### config.mk
export PLATFORM = sky130hd
export DESIGN_NAME = fc_argmax_classifier
export DESIGN_NICKNAME = d
export VERILOG_FILES = /design/src/rtl/fc_argmax_classifier.sv
export SDC_FILE = /design/constraint.sdc
export NUM_CORES = 1
export LEC_CHECK = 0
export CAP_MARGIN = 20
export CORE_MARGIN = 3
export CORE_UTILIZATION = 48
export CTS_CLUSTER_DIAMETER = 30
export DETAILED_ROUTE_END_ITERATION = 7
export HOLD_SLACK_MARGIN = 0.1
export PLACE_DENSITY = 0.77
export SLEW_MARGIN = 5
export SYNTH_ARGS = -nofsm -noshare
export SYNTH_HDL_FRONTEND = slang
export SYNTH_SLANG_ARGS = --single-unit
### constraint.sdc
create_clock -name clk_in -period 3.3 [get_ports clk_in]
set_input_delay 0.66 -clock clk_in [delete_from_list [all_inputs] [get_ports clk_in]]
set_output_delay 0.66 -clock clk_in [all_outputs]
set_load 0.05 [all_outputs]
### src/rtl/fc_argmax_classifier.sv
`default_nettype none
// ============================================================================
//  Module      : fc_argmax_classifier
//  Description : Snapshots the packed class-score vector on start, scans it one
//                class per cycle and reports the index of the largest signed
//                score. Optional macro FC_ARGMAX_SCORE_OUT_EN adds max_score.
//  Revision    : 1.0 - initial release
// ============================================================================
module fc_argmax_classifier #(
  parameter int NUM_CLASS = 10,
  parameter int DATA_W    = 16,
  parameter int IDX_W     = 4
) (
  input  logic                          clk_in,
  input  logic                          rst_n,
  input  logic                          start,
  input  logic [NUM_CLASS*DATA_W-1:0]   data_in,
  output logic [IDX_W-1:0]              class_id,
`ifdef FC_ARGMAX_SCORE_OUT_EN
  output logic signed [DATA_W-1:0]      max_score,
`endif
  output logic                          busy,
  output logic                          ready
);

  localparam logic [1:0]       c_idle     = 2'd0;
  localparam logic [1:0]       c_scan     = 2'd1;
  localparam logic [1:0]       c_done     = 2'd2;
  localparam logic [IDX_W-1:0] c_last_idx = IDX_W'(NUM_CLASS - 1);

  logic [1:0]                  r_state;
  logic [NUM_CLASS*DATA_W-1:0] r_snap;
  logic [IDX_W-1:0]            r_idx;
  logic [IDX_W-1:0]            r_best_idx;
  logic signed [DATA_W-1:0]    r_best_val;
  logic [IDX_W-1:0]            r_class_id;
  logic                        r_busy;
  logic                        r_ready;
  logic signed [DATA_W-1:0]    w_score;
  logic                        w_better;
`ifdef FC_ARGMAX_SCORE_OUT_EN
  logic signed [DATA_W-1:0]    r_max_score;
`endif

  // Select the snapshot score addressed by the scan index.
  always_comb begin
    w_score = '0;
    for (int k = 0; k < NUM_CLASS; k++) begin
      if (r_idx == IDX_W'(k)) begin
        w_score = r_snap[k*DATA_W +: DATA_W];
      end
    end
  end

  // Strict compare keeps the lowest index among equal maxima.
  assign w_better = (w_score > r_best_val);

  always_ff @(posedge clk_in) begin
    if (!rst_n) begin
      r_state     <= c_idle;
      r_snap      <= '0;
      r_idx       <= '0;
      r_best_idx  <= '0;
      r_best_val  <= '0;
      r_class_id  <= '0;
      r_busy      <= 1'b0;
      r_ready     <= 1'b0;
`ifdef FC_ARGMAX_SCORE_OUT_EN
      r_max_score <= '0;
`endif
    end else begin
      r_ready <= 1'b0;
      case (r_state)
        c_idle: begin
          if (start) begin
            r_snap     <= data_in;
            r_best_val <= data_in[DATA_W-1:0];
            r_best_idx <= '0;
            r_idx      <= IDX_W'(1);
            r_busy     <= 1'b1;
            r_state    <= c_scan;
          end
        end
        c_scan: begin
          if (w_better) begin
            r_best_val <= w_score;
            r_best_idx <= r_idx;
          end
          if (r_idx == c_last_idx) begin
            r_state <= c_done;
          end else begin
            r_idx <= r_idx + IDX_W'(1);
          end
        end
        c_done: begin
          r_class_id  <= r_best_idx;
`ifdef FC_ARGMAX_SCORE_OUT_EN
          r_max_score <= r_best_val;
`endif
          r_ready     <= 1'b1;
          r_busy      <= 1'b0;
          r_state     <= c_idle;
        end
        default: begin
          r_state <= c_idle;
          r_busy  <= 1'b0;
        end
      endcase
    end
  end

  assign class_id = r_class_id;
  assign busy     = r_busy;
  assign ready    = r_ready;
`ifdef FC_ARGMAX_SCORE_OUT_EN
  assign max_score = r_max_score;
`endif

endmodule
`default_nettype wire

==> summary.txt, run 1 <==
Logic synthesis
  • Top FF cell, synth: dfxtp_1
  • Seq/Total Area, Yosys: 0.414
  • Post-Syn Instances: around 1300
  • Post-synth EDFFs: 0
  • Seq cells post-synth: 192
  • Synthesized net count: 1445
  • Post-synth cell types: 49
  • Asr flop ratio synth: 0
  • Synth warn: 0
  • Synth Cell Area: 9290 um^2
  • Avg Synthesized Cell Area: 7.36 um^2

STA
  • Final setup fails: 20
  • Max Clock Skew: 12.8 ps
  • Hold Vio Cnt, Final: 0
  • Worst setup margin: -141 ps
  • Slew headroom: 0.449
  • Worst-Margin Slew: 826 ps
  • Max Slew Vio Count: 0
  • Min cycle time layout: 3440 ps
  • Final period utilization: 1.04
  • Fmax: 0.291 GHz
  • RSZ-0062 raised after global routing: true

CTS
  • Sink Count: between 150 and 200
  • Clock-pin slew on the worst setup and hold paths: ~70 ps
  • Number of buffers created by CTS: 17
  • Later-pin clock latency in the skew report: 440 ps
  • H-Tree Depth: 4
  • TritonCTS clock tree: done
  • Clk Tree Root Cell: clkbuf_16
  • CTS Buffer Depth: 2

Routing
  • Via count: 9638
  • Initial DRC count: 880
  • Residual DRC count: 0
  • Routed len/inst: 17.7 um
  • Final WL: 30.4 mm
  • Drt via density: 5.61
  • Drt pass-1 iters: 8
  • Final antenna-violating net count: 0

Pwr
  • Net Sw Frac: 0.318
  • Worst VDD drop: 302 uV
  • NetSw: 2080 uW
  • Cell Int Power: 4460 uW
  • Comb power frac: 0.276
  • Seq pwr share: 0.401
  • Clk pwr share: 0.323
  • PD cells: 514 nW/um^2
  • Leak pwr: roughly 0.0048 uW

Layout
  • Layout cell share with drive strength beyond 1: 0.150
  • Diode count: 0
  • Final instance area: roughly 13000 um^2
  • Final cell count without fillers: 1717
  • Fin nets: 1627
  • Area grow syn2layout: 36.9%

Worst hold path
  • Worst Hold Launch: r_snap[83]
  • Hold Crit Depth: 2
  • Hold Crit Class: reg -> reg

Setup path
  • CP max stage cell: or3b_4
  • Arr. time, crit path: 3790 ps
  • Crit path launch: r_idx[0]
  • Critical path startpoint category: flop
  • Worst path depth: 15
  • Worst-case reg-to-reg path depth: 15
  • Crit path kind: reg -> reg
  • Data required, critical path: around 3700 ps
  • Family with the most delay on the worst path: compound AO/OA/AOI/OAI gates
  • Max stage delay on crit path: 400 ps
  • CP Max Fanout: 20
  • CP Capture Type: flop
  • Buf/Inv on CP: 3
  • Critical-path cell list: inv_2 > ha_4 > and3b_2 > buf_12 > a22o_1 > a21oi_2 > a31oi_1 > ha_1 > or3b_4 > a21oi_4 > o2111ai_2 > o211a_1 > buf_4 > and2_4 > a311oi_2
  • Worst r2r src: r_idx[0]

Global route
  • Initial antenna violation count: 0
  • GRT Overall Usage: 0.282
  • Vias in the first global route: 9090
  • Global-route wire length before repair: 48.2 mm
  • Largest net degree at the start of global routing: 164
  • Grt ovf: 0

Floorplanning
  • Core area: 18900 um^2
  • Die area: between 20000 and 25000 um^2
  • Num rows: 50
  • IO Pins: around 170
  • Die height: 145 um
  • Initial Util: 0.492
  • DIE WIDTH: 145 um

Place
  • HPWL Detailed: 22.1 mm
  • IO Port Bufs: roughly 170
  • Routability cong.: 0.974
  • Post-Place Cells: around 1700
  • Cell area after placement: 11700 um^2

Status
  • Violated checks: negative setup slack
  • Status: finished with violations

Flow run
  • Max-Cap Viols: 0
==> cells in the final DEF (no fill, tap or decap), drive strengths merged, types with 4 or more instances in the layout <==
master,n
o22ai,14
nand3b,27
clkdlybuf4s50,168
dfxtp,192
clkbuf,18
a211oi,16
a211o,4
nor3b,6
a31oi,26
a21oi,226
clkinv,5
a221oi,5
ha,20
mux2i,11
and2,6
buf,102
nand2b,4
or3,11
o21ai,22
nor2,44
nor2b,45
nor3,32
a22o,12
nand2,352
nand3,10
inv,31
o31ai,13
nand4,12
==> timing repair <==
item                       CTS  global route
hold buffers                 0             0
pin swaps                   12            18
gates resized for setup     56            25
setup endpoints to repair   20            20
gates cloned                 4             0
buffers inserted             4             0
==> state kept, by name (all words and copies together) (netlist names) <==
name	flops
ready	1
class_id	4
r_idx	4
r_best_val	16
busy	1
r_state	2
r_best_idx	4
r_snap	160
==> per-stage QoR <==
| stage | setup TNS (ps) | setup slack, ps | total power, uW | utilization | hold slack (ps) |
|---|---|---|---|---|---|
| after floorplan | 0 | 1.98 | 3630 | - | 431 |
| after global placement | -6400 | -342 | 4180 | 0.619 | 443 |
| after detailed placement | -8300 | -439 | 4200 | 0.619 | 447 |
| after CTS | -449 | -55.8 | 6470 | 0.667 | 457 |
| after global routing | -4030 | -231 | 6810 | 0.673 | 477 |
| final | -2350 | -141 | 6540 | 0.673 | 458 |
==> layout make-up <==
| class | instances | area [um^2] |
|---|---|---|
| clock buffers | 18 | 439 |
| well taps | 260 | 325 |
| inverters | 24 | 92.6 |
| multi-input cells | 939 | 5300 |
| repair buffers | 270 | 2550 |
| flip-flops and latches | 192 | 3850 |
| fillers | 1628 | 6170 |
| clock inverters | 14 | 170 |
==> cell families after synthesis <==
logic type / count (synthesis) / synth area share
adders and majority gates: 20 / 0.0269
AOI/OAI and AO/OA: 351 / 0.223
buffers and inverters: 134 / 0.0576
xor gates and xnor gates: 2 / 0.00189
muxes: 11 / 0.0118
DFF: 192 / 0.414
and+or+nand+nor: 552 / 0.265
==> power groups by stage <==
stage	Sequential (uW)	Combinational, uW	Clock [uW]
6_report	2620	1810	2110
3_3_place_gp	2660	1510	0
5_1_grt	2640	1950	2220
3_5_place_dp	2670	1530	0
2_1_floorplan	2630	996	0
4_1_cts	2620	1710	2140
==> final timing paths <==
path | slack, ps | end
max | -140 | r_best_val[11]
min | 460 | r_snap[83]
max reg2reg | -140 | r_best_val[11]
min reg2reg | 460 | r_snap[83]
==> routing by layer <==
metal	wire (um)	track usage	up-vias
met5	0	0	-
met4	1000	0.105	0
met3	2120	0.0522	75
met2	13900	0.448	411
met1	13500	0.383	4475
li1	-	-	4677
==> Yosys cell counts (2+ instances only) <==
| cell type | n | area, um^2 |
|---|---|---|
| buf_6 | 2 | 22.5 |
| or3_1 | 11 | 68.8 |
| ha_1 | 20 | 250 |
| clkbuf_1 | 89 | 334 |
| nand2_1 | 352 | 1320 |
| mux2i_1 | 11 | 110 |
| and3b_1 | 2 | 17.5 |
| nor3_1 | 32 | 160 |
| nand3b_1 | 27 | 203 |
| nor2b_1 | 45 | 282 |
| and2_1 | 2 | 12.5 |
| inv_1 | 23 | 86.3 |
| or2_2 | 2 | 12.5 |
| a211oi_1 | 16 | 120 |
| dfxtp_1 | 192 | 3840 |
| nor2_1 | 44 | 165 |
| a22o_1 | 12 | 105 |
| o22ai_1 | 14 | 87.6 |
| nand2b_1 | 4 | 25.0 |
| o31a_1 | 2 | 17.5 |
| a221oi_1 | 5 | 43.8 |
| o31ai_2 | 12 | 150 |
| a21o_1 | 2 | 15.0 |
| nand3_1 | 10 | 50.1 |
| nand4_1 | 12 | 75.1 |
| a211o_1 | 4 | 35.0 |
| buf_2 | 11 | 55.1 |
| o2111ai_1 | 2 | 17.5 |
| a21oi_1 | 225 | 1130 |
| buf_1 | 7 | 26.3 |
| nor3b_1 | 6 | 45.0 |
| o21ai_0 | 22 | 110 |
| a31oi_1 | 26 | 163 |
==> worst min-delay path, stage by stage (launching register included) <==
cell and delay, ps:
dfxtp_1 310, nand2_1 50, a21oi_1 50
(Power assumes the default switching activity.)
==> run 2, diff against run 1 <==
--- a/config.mk
+++ b/config.mk
@@ -6,12 +6,12 @@
 export NUM_CORES = 1
 export LEC_CHECK = 0
 export CAP_MARGIN = 20
-export CORE_MARGIN = 3
-export CORE_UTILIZATION = 48
+export CORE_MARGIN = 2
+export CORE_UTILIZATION = 53
 export CTS_CLUSTER_DIAMETER = 30
 export DETAILED_ROUTE_END_ITERATION = 7
 export HOLD_SLACK_MARGIN = 0.1
-export PLACE_DENSITY = 0.77
+export PLACE_DENSITY = 0.81
 export SLEW_MARGIN = 5
 export SYNTH_ARGS = -nofsm -noshare
 export SYNTH_HDL_FRONTEND = slang
==> constraint.sdc (replaced) <==
create_clock -name clk_in -period 3.2 [get_ports clk_in]
set_input_delay 0.64 -clock clk_in [delete_from_list [all_inputs] [get_ports clk_in]]
set_output_delay 0.64 -clock clk_in [all_outputs]
set_load 0.05 [all_outputs]
==> run 2 against run 1 <==
  * The flow still finishes with violations (negative setup slack)
  * Sequential power is 3% higher
  * Utilization increased by 7.1 points
  * Fmax up 0.22%
  * Critical path depth grew 2
  * Clock power fell by 2%
  * Global-route usage rose by 4.6 points
  * Critical path type unchanged
  * Largest cell class unchanged
==> summary.txt, run 2 (synthesis gave the netlist of run 1 again) <==
Status
  • Status: finished with violations (unchanged)
  • Violated checks: negative setup slack (unchanged)

Routing
  • Drt pass-1 iters: 6 (was 8)
  • Via count: 9743 (was 9638)
  • Drt via density: 5.80 (was 5.61)
  • Final antenna-violating net count: 0 (unchanged)
  • Routed len/inst: 18.2 um (was 17.7 um)
  • Final WL: 30.6 mm (was 30.4 mm)
  • Initial DRC count: 925 (was 880)
  • Residual DRC count: 0 (unchanged)

Setup path
  • CP max stage cell: dfxtp_4 (was or3b_4)
  • Arr. time, crit path: 3730 ps (was 3790 ps)
  • Crit path launch: r_idx[1] (was r_idx[0])
  • CP Capture Type: flop (unchanged)
  • Reg-to-reg critical path endpoint: r_best_val[11] (unchanged)
  • CP Max Fanout: 8 (was 20)
  • Crit path kind: reg -> reg (unchanged)
  • Max stage delay on crit path: 380 ps (was 400 ps)
  • Data required, critical path: 3490 ps (was 3650 ps)
  • Worst r2r src: r_idx[1] (was r_idx[0])
  • Worst path most repeated cell: buf_6
  • Flop-to-flop setup slack: -230 ps (was -140 ps)
  • Critical-path cell list: buf_6 > ha_4 > buf_6 > o31a_1 > o31a_1 > o31ai_2 > buf_4 > nand2b_1 > nand2_2 > ha_4 > nand2_2 > a2bb2oi_2 > o2111ai_4 > a211o_4 > buf_6 > a21oi_2 > a311oi_2 (was inv_2 > ha_4 > and3b_2 > buf_12 > a22o_1 > a21oi_2 > a31oi_1 > ha_1 > or3b_4 > a21oi_4 > o2111ai_2 > o211a_1 > buf_4 > and2_4 > a311oi_2)
  • Worst-case reg-to-reg path depth: 17 (was 15)
  • Critical path startpoint category: flop (unchanged)

CTS
  • Clock-pin slew on the worst setup and hold paths: 70 ps (about the same)
  • Clk Tree Root Cell: clkbuf_16 (unchanged)
  • Later-pin clock latency in the skew report: 450 ps (was 440 ps)
  • TritonCTS clock tree: done (unchanged)
  • Number of buffers created by CTS: 17 (unchanged)
  • H-Tree Depth: 4 (unchanged)
  • Sink Count: 192 (unchanged)
  • CTS Buffer Depth: 2 (unchanged)
  • Hold Buf Count CTS: 0 (unchanged)

Global route
  • Largest net degree at the start of global routing: 164 (unchanged)
  • Gr busiest metal: met2 (unchanged)
  • GRT met2 Usage: 0.525 (was 0.448)
  • M1 GR Usage: 0.439 (was 0.383)
  • GRT Overall Usage: 0.328 (was 0.282)
  • Grt ovf: 0 (unchanged)
  • Global-route wire length before repair: 47.0 mm (was 48.2 mm)
  • Initial antenna violation count: 0 (unchanged)
  • GRT met3 Usage: 0.0503 (was 0.0522)
  • Vias in the first global route: 9127 (was 9090)

STA
  • Max Slew Vio Count: 0 (unchanged)
  • RSZ-0062 raised after global routing: true (unchanged)
  • Worst setup margin: -234 ps (was -141 ps)
  • Final period utilization: 1.07 (was 1.04)
  • Slew headroom: 0.433 (was 0.449)
  • Min cycle time layout: 3430 ps (was 3440 ps)
  • Setup tns final: -4000 ps (was -2350 ps)
  • Worst-Margin Slew: 851 ps (was 826 ps)
  • WHS: 456 ps (was 458 ps)
  • Fmax: 0.291 GHz (about the same)
  • Final setup fails: 20 (unchanged)
  • Max Clock Skew: 20.6 ps (was 12.8 ps)
  • Hold Vio Cnt, Final: 0 (unchanged)

Place
  • HPWL Detailed: 21.6 mm (was 22.1 mm)
  • IO Port Bufs: 168 (unchanged)
  • Post-Place Cells: 1632 (was 1677)
  • Cell area after placement: 11600 um^2 (was 11700 um^2)
  • Place WS: -378 ps (was -439 ps)
  • Routability cong.: 0.967 (was 0.974)

Pwr
  • Worst VDD drop: 395 uV (was 302 uV)
  • PD cells: 527 nW/um^2 (was 514 nW/um^2)
  • Leak pwr: 0.00482 uW (was 0.00478 uW)

Floorplanning
  • Die height: 136 um (was 145 um)
  • Num rows: 48 (was 50)
  • Initial Util: 0.539 (was 0.492)
  • Die area: 18600 um^2 (was 21100 um^2)
  • IO Pins: 169 (unchanged)
  • Core area: 17200 um^2 (was 18900 um^2)
  • DIE WIDTH: 136 um (was 145 um)

Layout
  • Layout cell share with drive strength beyond 1: 0.158 (was 0.150)
  • Diode count: 0 (unchanged)
  • Fin nets: 1627 (unchanged)
  • Max reg flops: 160 (unchanged)
  • Largest registers: r_snap (160), r_best_val (16) (unchanged)
  • Commonest non-fill, non-tap cell in the layout: nand2_1 (unchanged)
  • Most frequent cells in the layout: nand2_1 (349), a21oi_1 (213), dfxtp_1 (190) (was nand2_1 (350), a21oi_1 (218), dfxtp_1 (190))
  • Reg with most FFs: r_snap (unchanged)
  • Final instance area: 12800 um^2 (was 12700 um^2)
  • Final cell count without fillers: 1681 (was 1717)
  • Area grow syn2layout: 38.0% (was 36.9%)

Worst hold path
  • Hold Crit Class: reg -> reg (unchanged)
  • Hold Crit Depth: 2 (unchanged)
  • Worst Hold Launch: r_snap[130] (was r_snap[83])
  • Endpoint, Worst Hold: r_snap[130] (was r_snap[83])

Flow run
  • Max-Cap Viols: 0 (unchanged)
-- run 2: cell types whose count changed in the layout (fill, tap and decap cells not counted), moves of 3 or more --
| cell | change |
|---|---|
| o22ai_2 | +6 |
| buf_4 | -8 |
| a21oi_1 | -5 |
| nor3_1 | +7 |
| buf_6 | +3 |
| nor3_2 | -5 |
| a211oi_1 | -3 |
| o22ai_1 | -6 |
| buf_12 | +3 |
| nor2b_1 | -4 |
| a21oi_2 | +3 |
-- run 2: critical path, delay by kind of cell, from the launching register on --
kind	cells	cell delay, ps
adders and majority gates	2	420
AOI/OAI and AO/OA	8	1690
buffers and inverters	4	570
and+or+nand+nor	3	230
DFF	1	380
-- run 2: worst max-delay path by stage --
stage	slack, ps	to
6_report	-230	r_best_val[11]
4_1_cts	-50	r_best_val[14]
2_1_floorplan	-30	r_best_val[11]
5_1_grt	-320	r_best_val[4]
3_3_place_gp	-340	r_best_val[11]
3_5_place_dp	-380	r_best_val[15]
-- run 2: per-layer routing --
layer	part of all wire	up-vias
met5	0	-
met4	0.038	0
met3	0.067	79
met2	0.46	437
met1	0.43	4551
li1	-	4676
-- run 2: metrics by stage --
stage,power [uW],utilization
floorplan,3760,-
global placement,4330,0.675
detailed placement,4350,0.675
CTS,6630,0.737
global route,7010,0.744
finish,6760,0.744
-- run 2: timing repair --
action | in CTS | in global routing
pin swaps | 13 | 12
setup endpoints to repair | 20 | 20
gates resized for setup | 71 | 25
gates cloned | 6 | 1
setup buffers | 10 | 1
-- run 2: power by group --
group          internal, uW  switching [uW]  total (uW)
registers              2590             120        2710
clock network          1040            1040        2070
logic                   934            1050        1980
-- run 2: area by class of cell --
type,instances,area [um^2]
Timing Repair Buffer,269,2630
Multi-Input combinational cell,940,5400
Clock buffer,17,425
Tap cell,225,282
Inverter,24,97.6
Clock inverter,14,146
Fill cell,1337,4410
Sequential cell,192,3850
